## src/rtl/rv32_pkg.sv

```systemverilog
// rtl/rv32_pkg.sv - shared RV32I core types and constants
package rv32_pkg;

    typedef enum logic [2:0] {
        S_IDLE,
        S_REQ,
        S_WAIT,
        S_HOLD,
        S_DRAIN
    } fetch_state_t;

    localparam logic [31:0] RV32_NOP         = 32'h0000_0013;
    localparam logic [31:0] INSTR_BYTES      = 32'd4;
    localparam logic [31:0] DEFAULT_RESET_PC = 32'h0000_0000;

endpackage

```

## src/rtl/pc_fetch.sv

```systemverilog
// rtl/pc_fetch.sv - RV32I fetch stage: PC register, single-request imem port, fetch buffer
module pc_fetch
    import rv32_pkg::*;
#(
    parameter logic [31:0] RESET_PC = DEFAULT_RESET_PC
) (
    input  logic        clk,
    input  logic        rst_n,
    output logic [31:0] pc_o,
    input  logic [31:0] pc_plus4_i,
    output logic        imem_req_o,
    output logic [31:0] imem_addr_o,
    input  logic        imem_gnt_i,
    input  logic        imem_rvalid_i,
    input  logic [31:0] imem_rdata_i,
    input  logic        redirect_i,
    input  logic [31:0] redirect_pc_i,
    output logic        if_valid_o,
    input  logic        if_ready_i,
    output logic [31:0] if_pc_o,
    output logic [31:0] if_instr_o
);

    fetch_state_t state, state_nxt;
    logic [31:0]  pc;
    logic [31:0]  req_pc;
    logic         if_valid;
    logic [31:0]  if_pc;
    logic [31:0]  if_instr;
    logic         granted;
    logic         returned;

    assign granted  = (state == S_REQ)  && imem_gnt_i;
    assign returned = (state == S_WAIT) && imem_rvalid_i;

    always_ff @(posedge clk or negedge rst_n) begin
        if (!rst_n) begin
            state <= S_IDLE;
        end else begin
            state <= state_nxt;
        end
    end

    always_comb begin
        state_nxt = state;
        case (state)
            S_IDLE:  state_nxt = S_REQ;
            S_REQ: begin
                if (imem_gnt_i) begin
                    state_nxt = redirect_i ? S_DRAIN : S_WAIT;
                end
            end
            S_WAIT: begin
                if (redirect_i) begin
                    state_nxt = imem_rvalid_i ? S_REQ : S_DRAIN;
                end else if (imem_rvalid_i) begin
                    state_nxt = S_HOLD;
                end
            end
            S_HOLD: begin
                if (redirect_i || if_ready_i) begin
                    state_nxt = S_REQ;
                end
            end
            // A redirect here only retargets pc; the drained response still ends the drain,
            // otherwise a redirect coincident with rvalid would wait forever.
            S_DRAIN: begin
                if (imem_rvalid_i) begin
                    state_nxt = S_REQ;
                end
            end
            default: state_nxt = S_IDLE;
        endcase
    end

    always_ff @(posedge clk or negedge rst_n) begin
        if (!rst_n) begin
            pc       <= RESET_PC;
            req_pc   <= '0;
            if_valid <= 1'b0;
            if_pc    <= '0;
            if_instr <= RV32_NOP;
        end else begin
            if (redirect_i) begin
                pc <= {redirect_pc_i[31:2], 2'b00};
            end else if (granted) begin
                pc <= pc_plus4_i;
            end

            if (granted) begin
                req_pc <= pc;
            end

            // Redirect squashes the buffer even if decode handshakes on the same edge
            if (redirect_i) begin
                if_valid <= 1'b0;
            end else if (returned) begin
                if_valid <= 1'b1;
                if_pc    <= req_pc;
                if_instr <= imem_rdata_i;
            end else if ((state == S_HOLD) && if_ready_i) begin
                if_valid <= 1'b0;
            end
        end
    end

    assign pc_o        = pc;
    assign imem_addr_o = pc;
    assign imem_req_o  = (state == S_REQ);
    assign if_valid_o  = if_valid;
    assign if_pc_o     = if_pc;
    assign if_instr_o  = if_instr;

endmodule

```

## config.mk

```make
export PLATFORM = sky130hd
export DESIGN_NAME = pc_fetch
export DESIGN_NICKNAME = d
export VERILOG_FILES = /design/src/rtl/rv32_pkg.sv /design/src/rtl/pc_fetch.sv
export SDC_FILE = /design/constraint.sdc
export NUM_CORES = 1
export LEC_CHECK = 0
export CORE_AREA = 2 2 130 132
export DETAILED_ROUTE_END_ITERATION = 6
export DIE_AREA = 0 0 132 134
export GPL_TIMING_DRIVEN = 0
export PLACE_DENSITY = 0.76
export SETUP_SLACK_MARGIN = 0.1
export SLEW_MARGIN = 0
export SYNTH_ARGS = -nofsm -noshare
export SYNTH_HDL_FRONTEND = slang
export SYNTH_SLANG_ARGS = --single-unit
```

## constraint.sdc

```tcl
create_clock -name clk -period 3 [get_ports clk]
set_input_delay 0.9 -clock clk [delete_from_list [all_inputs] [get_ports clk]]
set_output_delay 0.9 -clock clk [all_outputs]
set_load 0.01 [all_outputs]
```

Yosys cells after proc, flatten, opt, wreduce, memory -nomap -nowiden
Index checks and enable logic that the tools add are counted.

Memories: 0. Word-level logic and storage cells: 37. Output and inout bits: 130. Memory bits (read-only): 0. Latch bits: 0. Input bits: 102. Register bits after elaboration: 132. Bits in writable memories: 0.

Add/subtract/negate cells: 0. Divide/modulo/power cells: 0. Equality and inequality tests: 8. Multiply operators: 0. Magnitude comparators: 0. Shifts and indexed selects: 0. Bitwise gates (word level): 1. Reductions and logical operators: 9. Multiplexer cells: 13.

Operator list (number): $mux W32 (2); $mux W3 (7); $pmux W3 S5 (1); $eq A3 B2 Y1 const B (2); $ne A2 B2 Y1 const B (2); $reduce_and A4 Y1 (1); $eq A3 B1 Y1 const B (1); $eq A3 B3 Y1 const B (1); $logic_and A1 B1 Y1 (3); $logic_not A3 Y1 (1); $mux W1 (3); $ne A3 B3 Y1 const B (1); $reduce_bool A3 Y1 (1); $ne A2 B1 Y1 const B (1); $reduce_and A2 Y1 (1); $reduce_bool A2 Y1 (1); $logic_or A1 B1 Y1 (1); $not A1 Y1 (1).

Longest topological paths before layout
Depth after elaboration: 5. Mapped depth: 6. Mapped depth without buffers: 3.

Worst setup path after synthesis
OpenSTA, ideal clock, no wires.

Kind: input to register. Start: input imem_gnt_i. End: register req_pc[23]. Stages on the path: 4. Required time: 2.875 ns. Setup slack: 1.153 ns. Library setup time: 0.125 ns. Path buffers: 2. Arrival time: 1.723 ns. Cell sequence: and4bb_2 -> buf_6 -> buf_6 -> mux2_2.

Word-level cells in the longest chain between the ends: 1.

RTL lines: from (decl) (RTL line pc_fetch.sv:13) `input logic imem_gnt_i,`; $logic_and A1 B1 Y1 (RTL line pc_fetch.sv:33) `assign granted = (state == S_REQ) && imem_gnt_i;`; to (signal assigned) (RTL line pc_fetch.sv:91) `req_pc <= pc;`; to (decl) (RTL line pc_fetch.sv:26) `logic [31:0] req_pc;`.

Every way passes these cells. A chain may end at the register's enable or synchronous reset.

Worst setup path after layout
Start: register state[2]. End: output imem_req_o.

Word-level cells in the longest chain between the ends: 1.

RTL lines: from (decl) (RTL line pc_fetch.sv:24) `fetch_state_t state, state_nxt;`; from (signal assigned) (RTL line pc_fetch.sv:40) `state <= state_nxt;`; $eq A3 B1 Y1 (RTL line pc_fetch.sv:109) `assign imem_req_o = (state == S_REQ);`; to (decl) (RTL line pc_fetch.sv:11) `output logic imem_req_o,`.

Every way passes these cells.

==> results_dict.tcl <==
set metrics [dict create \
    antenna_found_initial 0 \
    power.leakage_nw 3.88 \
    synth_xor_area_share_pct 0 \
    synthAdderAreaFrac_pct 0 \
    ant_nets 0 \
    hold_class "input port to async pin" \
    totalWireLength_mm 14.2 \
    place_area_sq_um 8170 \
    cts_resized 0 \
    finalCritPeriodShare_pct 88.7 \
    grtUsageTotal_pct 16.3 \
    cts_root_buf "clkbuf_16" \
    setup_violations 0 \
    max_slew_margin_pct 60.6 \
    postCtsSetupRepairBufs 0 \
    avgSynthCellArea_sq_um 14.0 \
    io_buffers 229 \
    placed_cells 847 \
    drtIter0Drc 86 \
    synth_top_family_by_area "multiplexers" \
    synth_nets 499 \
    crit_fanout 8 \
    coreArea_sq_um 16300 \
    cts_tree "yes" \
    fin_tns_setup_ns 0 \
    rsz0062_at_grt "no" \
    die-area_sq_um 17700 \
    worstMarginPinSlew_ns 0.590 \
    dp_hpwl_mm 10.7 \
    synthDistinctLibCells 27 \
    clk_pin_slew_ns 0.06 \
    arrival_ns 1.76 \
    numCtsBuffers 17 \
    drv_cap 0 \
    htree_levels 4 \
    irDropWorstVdd_uv 398 \
    viasPerCell 4.55 \
    design_area_sq_um 8810 \
    grt_pass1_vias 4257 \
    crit-reg2reg-launch "state[2]" \
    wl_per_cell_um 16.2 \
    die_h_um 134 \
    cts_buffer_depth 2 \
    final_cell_mix "clkdlybuf4s50_1, dfrtp_1, mux2_2" \
    synth-seq-cells 132 \
    max_freq_mhz 376 \
    power.density_nw_per_um2 847 \
    yosysSeqAreaShare_pct 59.3 \
    start_util_pct 34.2 \
    via_count 4000 \
    crit_required_ns 2.10 \
    timing.rr.end "if_pc_o[17]" \
    crit_buf_inv 1 \
    crit_type "flop to output port" \
    drc 0 \
    drive_gt1_share_pct 27.5 \
    status "finished, final reports clean" \
    area.growth.synth_to_final_pct 58.1 \
    cts-hold-fix-buffers 0 \
    skew_ns 0.00941 \
    gp_congestion 0.788 \
    synth.area.mux_share_pct 25.4 \
    cp-end-kind "output port" \
    synth_cells 397 \
    worstPathCellList "nor3b_1 > clkdlybuf4s50_1" \
    fin_cells 879 \
    dr.pass1.iters 4 \
    die_x_um 132 \
    maxSlewViolCount 0 \
    overflow 0 \
    layout.nets 748 \
    clk_latency_ns 0.41 \
    cpLargestDelayFamily "buffers and inverters" \
    boundaryPins 232 \
    critPathLaunchType "flop" \
    clock-sinks 132 \
    rrSetupSlack_ns 1.33 \
    cpPeakStageDelay_ns 0.60 \
    grt_pass1_wl_mm 22.5 \
    hold_viol_final 0 \
    yosys_warnings 0 \
    synthSimpleGateAreaFrac_pct 4.02 \
    rows 47 \
    layout.cells.most_common "clkdlybuf4s50_1" \
    reg2reg_depth 4 \
    period_needed_ns 2.66 \
    cp_slowest_cell "clkdlybuf4s50_1" \
    synth_compound_area_share_pct 3.50 \
    antenna_cells 0 \
    grt_max_degree 70 \
    synth_area_sq_um 5580 \
]
-- sequential cells by signal (all words and copies together), names as in the netlist --
register	flops
req_pc	32
if_pc_o	32
imem_addr_o	32
state	3
if_instr_o	32
if_valid_o	1
-- worst register-to-register path, stage by stage, from the launching register on --
cell and delay, ns:
dfrtp_1 0.46, and2b_2 0.30, nand3_4 0.20, clkbuf_8 0.24
mux2_2 0.34
-- worst max path at each step --
stage	depth (start not counted)	startpoint	endpoint	slack [ns]
CTS	2	state[2]	imem_req_o	0.33
detailed placement	5	redirect_i	state[2]	0.17
global route	2	state[1]	imem_req_o	0.29
finish	2	state[2]	imem_req_o	0.34
global placement	1	rst_n	if_pc_o[3]	-3.92
floorplan	4	imem_gnt_i	req_pc[23]	1.15
-- metrics by stage --
step	power, mW	hold WS (ns)	util [%]	setup WS [ns]
CTS	7.58	0.480	54.1	0.328
floorplan	3.95	0.454	-	1.15
global route	7.86	0.505	54.1	0.290
global placement	5.22	0.474	50.0	-3.92
finish	7.47	0.460	54.1	0.339
detailed placement	5.33	0.488	50.2	0.172
-- area by class of cell --
cell class / instances / area, sq um
Clock buffer: 20 / 467
Sequential cell: 132 / 3310
Buffer: 53 / 434
Timing Repair Buffer: 230 / 2320
Multi-Input combinational cell: 212 / 1840
Tap cell: 220 / 275
Fill cell: 1345 / 7470
Clock inverter: 12 / 175
-- power breakdown --
group	leakage, nW	switching [mW]	internal [mW]	total [mW]
registers	1.67	0.357	2.38	2.73
logic	1.90	0.913	1.61	2.52
clock network	0.308	0.761	1.46	2.22
-- kinds of logic (layout without fill, tap and decap cells) --
| kind of cell | after synthesis | after routing |
|---|---|---|
| compound gates | 37 | 37 |
| simple gates | 47 | 47 |
| mux | 128 | 128 |
| flops | 132 | 132 |
| buf+inv | 53 | 315 |
-- layer usage --
layer	track usage [%]	up-vias	routed length (um)
met3	4.42	21	827
met1	19.8	1976	6020
met4	6.04	0	248
li1	-	1850	-
met2	28.0	153	7130
met5	0	-	0
-- synthesized netlist by cell type --
cell type,number,area [sq um]
a21oi_1,2,10.0
a22oi_1,1,7.51
a311o_1,1,10.0
and2b_1,1,7.51
and2b_2,1,8.76
and3_1,1,6.26
and4bb_2,1,12.5
buf_4,32,240
buf_6,10,113
clkbuf_1,7,26.3
clkbuf_8,4,55.1
dfrtp_1,129,3230
dfstp_2,3,78.8
mux2_1,1,11.3
mux2_2,91,1020
mux2_4,4,60.1
mux2i_1,32,320
nand2_1,31,116
nand2b_1,1,6.26
nand3_1,1,5.00
nand3_4,1,17.5
nor2_1,5,18.8
nor2b_1,2,12.5
nor3_1,1,5.00
nor3b_1,1,7.51
o21ai_0,32,160
o31ai_1,1,7.51
Power figures use the tool's default switching activity.
